[config.mk]
export PLATFORM = sky130hd
export DESIGN_NAME = control_sequencer
export DESIGN_NICKNAME = d
export VERILOG_FILES = /design/src/rtl/control_sequencer.sv
export SDC_FILE = /design/constraint.sdc
export NUM_CORES = 1
export LEC_CHECK = 0
export CAP_MARGIN = 20
export CORE_MARGIN = 8
export CORE_UTILIZATION = 25
export CTS_CLUSTER_DIAMETER = 80
export DETAILED_ROUTE_END_ITERATION = 8
export GPL_TIMING_DRIVEN = 0
export HOLD_SLACK_MARGIN = 0.12
export PLACE_DENSITY = 0.61
export SLEW_MARGIN = 20
export SYNTH_ARGS = -nofsm -noshare
export SYNTH_HDL_FRONTEND = slang
export SYNTH_SLANG_ARGS = --single-unit
export TNS_END_PERCENT = 1
[constraint.sdc]
create_clock -name clk -period 1.7 [get_ports clk]
set_input_delay 0.17 -clock clk [delete_from_list [all_inputs] [get_ports clk]]
set_output_delay 0.17 -clock clk [all_outputs]
set_load 0.005 [all_outputs]
[src/rtl/control_sequencer.sv]
// Multi-cycle control unit: fetch/decode/execute sequencer with datapath selects.
// Optional memory-wait timeout and FAULT state enabled by CU_MEM_TIMEOUT_EN.
module control_sequencer (
    input  logic        clk,
    input  logic        rst_n,
    input  logic [31:0] ir,
    input  logic        cond_true,
    input  logic        moc,
    output logic [1:0]  MA,
    output logic [1:0]  MB,
    output logic [2:0]  MC,
    output logic        MD,
    output logic        ME,
    output logic [1:0]  MF,
    output logic        MG,
    output logic [1:0]  MJ,
    output logic [4:0]  OP,
    output logic        RFLd,
    output logic        IRLd,
    output logic        MARLd,
    output logic        MDRLd,
    output logic        FlagLd,
    output logic        MOV,
    output logic        RW,
    output logic        fault
);

    localparam logic [4:0] OP_ADD   = 5'b00100;
    localparam logic [4:0] OP_SUB   = 5'b00010;
    localparam logic [4:0] OP_PASSA = 5'b10000;

    typedef enum logic [3:0] {
        IDLE, FETCH0, FETCH1, FETCH2, DECODE, DP, LS_ADDR,
        ST_DATA, ST_WAIT, LD_WAIT, LD_WB, BL_LINK, BR_TGT, FAULT
    } state_t;

    state_t state, nxt;

    logic unused_ir;
    assign unused_ir = ^{ir[31:28], ir[22:21], ir[19:0]};

    always_comb begin
        nxt = state;
        unique case (state)
            IDLE:    nxt = FETCH0;
            FETCH0:  nxt = FETCH1;
            FETCH1:  nxt = moc ? FETCH2 : FETCH1;
            FETCH2:  nxt = DECODE;
            DECODE: begin
                if (!cond_true)             nxt = FETCH0;
                else if (ir[27:26] == 2'b00)  nxt = DP;
                else if (ir[27:25] == 3'b010) nxt = LS_ADDR;
                else if (ir[27:25] == 3'b101) nxt = ir[24] ? BL_LINK : BR_TGT;
                else                        nxt = FETCH0;
            end
            DP:      nxt = FETCH0;
            LS_ADDR: nxt = ir[20] ? LD_WAIT : ST_DATA;
            ST_DATA: nxt = ST_WAIT;
            ST_WAIT: nxt = moc ? FETCH0 : ST_WAIT;
            LD_WAIT: nxt = moc ? LD_WB : LD_WAIT;
            LD_WB:   nxt = FETCH0;
            BL_LINK: nxt = BR_TGT;
            BR_TGT:  nxt = FETCH0;
            FAULT:   nxt = FAULT;
            default: nxt = IDLE;
        endcase
    end

`ifdef CU_MEM_TIMEOUT_EN
    logic [3:0] tcnt;
    logic       waiting;
    assign waiting = (state == FETCH1) || (state == LD_WAIT) || (state == ST_WAIT);

    // 16th consecutive cycle without moc abandons the access
    always_ff @(posedge clk or negedge rst_n) begin
        if (!rst_n) begin
            state <= IDLE;
            tcnt  <= 4'd0;
        end else if (waiting && !moc) begin
            if (tcnt == 4'hf) begin
                state <= FAULT;
                tcnt  <= 4'd0;
            end else begin
                state <= nxt;
                tcnt  <= tcnt + 4'd1;
            end
        end else begin
            state <= nxt;
            tcnt  <= 4'd0;
        end
    end

    assign fault = (state == FAULT);
`else
    always_ff @(posedge clk or negedge rst_n) begin
        if (!rst_n) state <= IDLE;
        else        state <= nxt;
    end

    assign fault = 1'b0;
`endif

    always_comb begin
        MA = 2'd0; MB = 2'd0; MC = 3'd0; MD = 1'b0;
        ME = 1'b0; MF = 2'd0; MG = 1'b0; MJ = 2'd0;
        OP = 5'd0; RFLd = 1'b0; IRLd = 1'b0; MARLd = 1'b0;
        MDRLd = 1'b0; FlagLd = 1'b0; MOV = 1'b0; RW = 1'b0;
        unique case (state)
            FETCH0: begin
                MA = 2'd2; MD = 1'b1; OP = OP_PASSA; MARLd = 1'b1;
            end
            FETCH1: begin
                MOV = 1'b1; RW = 1'b1; IRLd = moc;
            end
            FETCH2: begin
                MA = 2'd2; MB = 2'd2; MD = 1'b1; OP = OP_ADD;
                MC = 3'd3; RFLd = 1'b1;
            end
            DP: begin
                MB = 2'd1; FlagLd = ir[20];
                RFLd = (ir[24:23] != 2'b10);
            end
            LS_ADDR: begin
                MD = 1'b1; MARLd = 1'b1;
                OP = ir[23] ? OP_ADD : OP_SUB;
            end
            ST_DATA: begin
                MJ = 2'd2; MDRLd = 1'b1;
            end
            ST_WAIT: MOV = 1'b1;
            LD_WAIT: begin
                MOV = 1'b1; RW = 1'b1; ME = 1'b1; MDRLd = moc;
            end
            LD_WB: begin
                MF = 2'd1; RFLd = 1'b1;
            end
            BL_LINK: begin
                MA = 2'd2; MD = 1'b1; OP = OP_PASSA;
                MC = 3'd2; RFLd = 1'b1;
            end
            BR_TGT: begin
                MA = 2'd2; MG = 1'b1; MD = 1'b1; OP = OP_ADD;
                MC = 3'd3; RFLd = 1'b1;
            end
            default: ;
        endcase
    end

endmodule

==> results of run 1 <==
-- cell usage after synthesis (all sizes together) --
| cell type | instances |
|---|---|
| buf | 15 |
| nor2b | 5 |
| and3b | 2 |
| nor3 | 2 |
| nand3 | 2 |
| nor2 | 9 |
| nand2b | 8 |
| and2b | 2 |
| a21oi | 6 |
| nor4bb | 1 |
| inv | 3 |
| nand2 | 5 |
| and4b | 1 |
| a21bo | 1 |
| nor3b | 4 |
| o31ai | 1 |
| o221ai | 1 |
| a2bb2oi | 2 |
| or2b | 2 |
| xnor2 | 1 |
| and3 | 4 |
| a22oi | 1 |
| a221o | 1 |
| o21ba | 1 |
| a22o | 2 |
| dfrtp | 4 |
| o21ai | 5 |
| conb | 1 |
| a221oi | 1 |
| o2111ai | 1 |
| o211ai | 2 |
| nor4b | 1 |
-- what timing repair did --
| action | CTS | global route |
|---|---|---|
| buffers inserted | 1 | 0 |
| endpoints found under the hold margin | 0 | 0 |
| pin swaps | 3 | 0 |
| gates resized for setup | 26 | 13 |
| setup endpoints to repair | 20 | 11 |
-- layout make-up --
class / count / area (um^2)
clock buffers: 3 / 22.5
plain buffers: 15 / 143
flip-flops and latches: 4 / 100
fillers: 312 / 1760
well taps: 33 / 41.3
inverters: 3 / 11.3
multi-input cells: 81 / 577
repair buffers: 30 / 295
-- cell families (layout without fill, tap and decap cells) --
group	after synthesis	after routing	share of synthesized area, %
AOI/OAI and AO/OA	25	25	24.4
other	1	7	0.501
xor gates and xnor gates	1	1	1.17
buffers and inverters	18	51	18.4
and+or+nand+nor	48	48	42.1
DFF	4	4	13.4
-- through the flow --
step / setup slack (ns) / cell area, um^2 / utilization, %
after floorplan: 0.488 / 771 / -
after global placement: -0.153 / 1100 / 37.3
after detailed placement: -0.168 / 1100 / 37.3
after CTS: -0.193 / 1150 / 39.0
after global routing: -0.203 / 1190 / 40.3
final: -0.109 / 1190 / 40.3
-- per-layer routing --
metal  part of all wire (%)  wire length [um]
met2                     46              1030
met4                      0                 0
met3                    8.8               195
met5                      0                 0
met1                     45               999
-- report_power, final --
part	switching (W)	leakage, nW	internal, W
combinational	0.000788	0.596	0.000866
sequential	0.0000280	0.0499	0.000144
clock	0.0000300	0.0138	0.0000783
total	0.000846	0.660	0.00109
-- worst max-delay path, stage by stage, from the launching register on --
cell,delay (ns)
dfrtp_1,0.37
buf_6,0.15
nor2b_4,0.19
nand2_4,0.09
nor2_1,0.10
clkdlybuf4s50_1,0.51
-- worst max-delay path by stage --
stage          startpoint     to  slack, ns
2_1_floorplan    state[2]   RFLd       0.49
3_3_place_gp          moc  MDRLd      -0.15
3_5_place_dp          moc  MDRLd      -0.17
4_1_cts          state[2]  MDRLd      -0.19
5_1_grt          state[2]  MB[1]      -0.20
6_report         state[2]  MB[1]      -0.11
==> impl_results.md, run 1 <==
* Status: complete, but fails checks
* Violated checks: setup timing
* GR peak layer: met2
* Tot GR Track Use at 8.67%
* I/O Buffers at 29
* Highest-count cells in the layout ignoring fill and taps: clkdlybuf4s50_1, dlygate4sd2_1, buf_4, nor2_1
* Core Area at ~3000 um^2
* Design Power at 0.00193 W
* Lkg Pwr at between 0.6 and 0.7 nW
* # rows at 20
* Area leader, netlist: dfrtp_1
* Critical path capture point type: output pin
* Grt met2 use at 14.3%
* Clock latency on the worst-skew pair at approximately 0.22 ns
* First-pass GRT wire length at 3640 um
* Clock period minus worst slack at 1.81 ns
* # IOs at between 60 and 70
* DRT Pass-1 Iters at 4
* Clock Path Buffers at 2
* Die H at 70.7 um
* Initial DRC Count at 28
* Htree depth at 1
* Hold WC Path Type: primary input to async pin
* Hold Slack at between 0.1 and 0.15 ns
* Critical Path Source Type: flop
* Post-route insts no fill at 169
* Max FFs per register at 4
* Via density at 4.87
* Layout Area Growth over Synthesis at 59.0%
* Starting Density at about a quarter
* FF-to-FF path depth at 5
* Biggest register: state
* Setup TNS at -0.190 ns
* Die Footprint at 5000 um^2
* Final-report hold violation count at 0
* Setup Skew at 0.00137 ns
* Top-area cell type share of the netlist area at a little over an eighth
* Final Max Tran Viols at 0
* Syn Area/Cell at around 7.7 um^2
* ANT cells at 0
* Unrepaired setup endpoints after global routing: true
* Largest net degree at the start of global routing at 11
* Post-synthesis sequential area ratio at a little over an eighth
* Post-Syn Instances at 97
* Hold Buf Count CTS at 0
* Wire per inst at 13.2 um
* Total Wirelength at roughly 2200 um
* Share of layout cells above drive strength 1 at approximately a quarter
* Part of the cycle the worst path needs at 106%
* Met1 Track Usage GR at between 10% and 20%
* Flops & latches, synth at 4
* GPL Wtd Cong at between 0.8 and 0.9
* Clock-pin slew on the worst setup and hold paths at 0.03 ns
* Power per standard cell area at between 1500 and 2000 nW/um^2
* CP max FO at 10
* Synthesized area at ~750 um^2
* Critical path type: flop to output pin
* Num CTS Buffers at 3
* Biggest regs: state x4
* CP arrival at between 1.5 and 2 ns
* Layout Nets at 174
* Routed vias at between 800 and 900
* CTS root buf: clkbuf_4
* VDD IR-drop max at about 0.00053 V
* RR Startpoint: state[1]
* Die W at 70.7 um
* Vias in the first global route at 815
* RR Endpoint: state[2]
* Critical Path RT at 1.53 ns
* Worst setup margin at -0.109 ns
* CTS tree: done
* GRT Residual Overflow at 0
* Initial antenna violation count at 0
* Dpl cells at about 170
* Met3 Usage GRT at ~3.1%
* Antenna-violating nets left at 0
* Max-cap check violation count at 0
* Synth warnings at 0
* Max Freq at 553 MHz
* CTS Sinks at 4
* Post-route DRC at 0
* Slack of the worst reg-to-reg path at slightly above 0.4 ns
* DP Wirelength at between 1500 and 2000 um
* Final setup violation count at 2
* Post-synthesis cell type count at 40
* Synth top area cells: dfrtp_1, buf_4, buf_6
(Power assumes the default switching activity.)
==> inputs of run 2 (changes only) <==
--- a/config.mk
+++ b/config.mk
@@ -13,7 +13,6 @@
 export GPL_TIMING_DRIVEN = 0
 export HOLD_SLACK_MARGIN = 0.12
 export PLACE_DENSITY = 0.61
-export SLEW_MARGIN = 20
 export SYNTH_ARGS = -nofsm -noshare
 export SYNTH_HDL_FRONTEND = slang
 export SYNTH_SLANG_ARGS = --single-unit
==> results of run 2 <==
The final DEF is identical to that of run 1; final timing and power are the same.
==> inputs of run 3 (changes only) <==
--- a/config.mk
+++ b/config.mk
@@ -7,12 +7,12 @@
 export LEC_CHECK = 0
 export CAP_MARGIN = 20
 export CORE_MARGIN = 8
-export CORE_UTILIZATION = 25
+export CORE_UTILIZATION = 32
 export CTS_CLUSTER_DIAMETER = 80
 export DETAILED_ROUTE_END_ITERATION = 8
 export GPL_TIMING_DRIVEN = 0
 export HOLD_SLACK_MARGIN = 0.12
-export PLACE_DENSITY = 0.61
+export PLACE_DENSITY = 0.76
 export SYNTH_ARGS = -nofsm -noshare
 export SYNTH_HDL_FRONTEND = slang
 export SYNTH_SLANG_ARGS = --single-unit
==> impl_results.md, run 3 (synthesis results as in run 1) <==
* Routed vias at 820 (-0.36%)
* Biggest register: state
* Post-route insts no fill at 164 (-3.0%)
* Violated checks: setup timing
* Part of the cycle the worst path needs at 107% (+1.1 points)
* Highest-count cells in the layout ignoring fill and taps: dlygate4sd2_1, buf_4, clkdlybuf4s50_1, nor2_1
* Layout Area Growth over Synthesis at 53.7%
* Largest net degree at the start of global routing at 11 (unchanged)
* CP max FO at 10 (unchanged)
* Setup Skew at 0.00380 ns (+0.00243 ns)
* GPL Wtd Cong at 0.866 (-2.0%)
* DRT Pass-1 Iters at 4 (unchanged)
* Clock-pin slew on the worst setup and hold paths at 0.04 ns (about the same)
* Placement Setup Slack at -0.163 ns (+0.00500 ns)
* Setup TNS at -0.127 ns (+0.0622 ns)
* Slowest cell delay on critical path at 0.49 ns (-0.02 ns)
* Met1 Track Usage GR at 13.3% (+2.9 points)
* Initial DRC Count at 60 (+110%)
* Final setup violation count at 1 (-1)
* # IOs at 63 (unchanged)
* Hold WC Path Type: primary input to async pin
* Via density at 5.00 (+2.7%)
* Status: complete, but fails checks
* Final-report hold violation count at 0 (unchanged)
* Hold Buf Count CTS at 0 (unchanged)
* Most frequent cell on the critical path: buf_6
* Num CTS Buffers at 3 (unchanged)
* Biggest regs: state x4
* Wire per inst at 14.3 um (+8.8%)
* Antenna-violating nets left at 0 (unchanged)
* GRT Residual Overflow at 0 (unchanged)
* VDD IR-drop max at 0.000903 V (+71%)
* Total Wirelength at 2350 um (+5.6%)
* Critical path type: flop to output pin
* Lkg Pwr at 0.613 nW (-7.1%)
* Clock Path Buffers at 2 (unchanged)
* Share of layout cells above drive strength 1 at 25.7% (+0.74 points)
* Vias in the first global route at 818 (+0.37%)
* Clock latency on the worst-skew pair at 0.24 ns (+0.02 ns)
* CTS root buf: clkbuf_4
* Grt met2 use at 18.0% (+3.7 points)
* First-pass GRT wire length at 3790 um (+4.0%)
* Max FFs per register at 4 (unchanged)
* Die Footprint at 4140 um^2 (-17%)
* Layout Nets at 174 (unchanged)
* # rows at 17 (-15%)
* Dpl cells at 160 (-3.0%)
* CTS tree: done
* Fillcell total at 238 (-24%)
* Core Area at 2210 um^2 (-25%)
* I/O Buffers at 29 (unchanged)
* Initial antenna violation count at 0 (unchanged)
* CP Cell Sequence: buf_6 -> buf_6 -> nor2b_2 -> and3_1 -> clkdlybuf4s50_1
* Most common cell after layout, fill and taps aside: dlygate4sd2_1
* Worst setup margin at -0.127 ns (-0.0179 ns)
* CP arrival at 1.66 ns (+0.02 ns)
* DP Wirelength at 1790 um (-0.13%)
* ANT cells at 0 (unchanged)
* Final Max Tran Viols at 0 (unchanged)
* Starting Density at 33.8% (+8.5 points)
* Critical path capture point type: output pin
* Placed cell area at 1100 um^2 (-0.57%)
* Met3 Usage GRT at 2.96% (-0.15 points)
* Power per standard cell area at 1650 nW/um^2 (+1.5%)
* Slowest stage cell, crit path: clkdlybuf4s50_1
* Max-cap check violation count at 0 (unchanged)
* Die W at 64.4 um (-9.0%)
* Die H at 64.4 um (-9.0%)
* Post-route DRC at 0 (unchanged)
* GR peak layer: met2
* Critical Path Source Type: flop
* Critical Path RT at 1.53 ns (about the same)
* Post-route cell area at 1150 um^2 (-3.4%)
* Unrepaired setup endpoints after global routing: true
* Tot GR Track Use at 11.1% (+2.4 points)
* CTS Sinks at 4 (unchanged)
* Clock period minus worst slack at 1.83 ns (+0.0179 ns)
* Htree depth at 1 (unchanged)
* Max Freq at 547 MHz (-0.98%)
## run 3: where the power goes
group	internal (W)	switching (W)	total, W
combinational	0.000814	0.000785	0.00160
clock	0.0000794	0.0000446	0.000124
sequential	0.000144	0.0000307	0.000174
total	0.00104	0.000860	0.00190
## run 3: cell type report
cell class	instances	area, um^2	share of cell area, %
tap	28	35.0	3.05
buffer	15	135	11.8
sequential	4	100	8.71
timing repair buffer	30	274	23.8
clock buffer	3	22.5	1.96
inverter	3	11.3	0.979
multi-input combinational	81	572	49.7
## run 3: what timing repair did
| item | CTS | global route |
|---|---|---|
| gates resized for setup | 26 | 10 |
| cloned | 0 | 0 |
| setup endpoints to repair | 20 | 9 |
| buffers inserted | 1 | 0 |
| pin swaps | 1 | 1 |
## run 3: routing by layer
metal / part of all wire [%] / up-vias
met1: 45 / 371
met5: 0 / -
met2: 47 / 35
met4: 2.1 / 0
li1: - / 408
met3: 6.0 / 6
## run 3: worst max-delay path: cells and delay by family, from the launching register on
family | cells | cell delay [ns]
flip-flops | 1 | 0.33
buffers and inverters | 3 | 0.78
AND/OR/NAND/NOR | 2 | 0.30
## run 3: worst paths after layout
path | startpoint | endpoint | slack [ns] | cells past startpoint
max | state[0] | FlagLd | -0.13 | 5
min | rst_n | state[1] | 0.12 | 1
max reg2reg | state[1] | state[2] | 0.43 | 5
min reg2reg | state[3] | state[2] | 0.71 | 3
max in group asynchronous | rst_n | state[0] | 1.42 | 1
min in group clk | cond_true | state[2] | 0.64 | 3
## run 3: metrics by stage
stage | hold slack [ns] | utilization, % | total power [W]
after floorplan | -0.126 | - | 0.00117
after global placement | 0.376 | 49.5 | 0.00178
after detailed placement | 0.377 | 49.5 | 0.00179
after CTS | 0.126 | 51.5 | 0.00187
after global routing | 0.139 | 52.0 | 0.00205
final | 0.122 | 52.0 | 0.00190
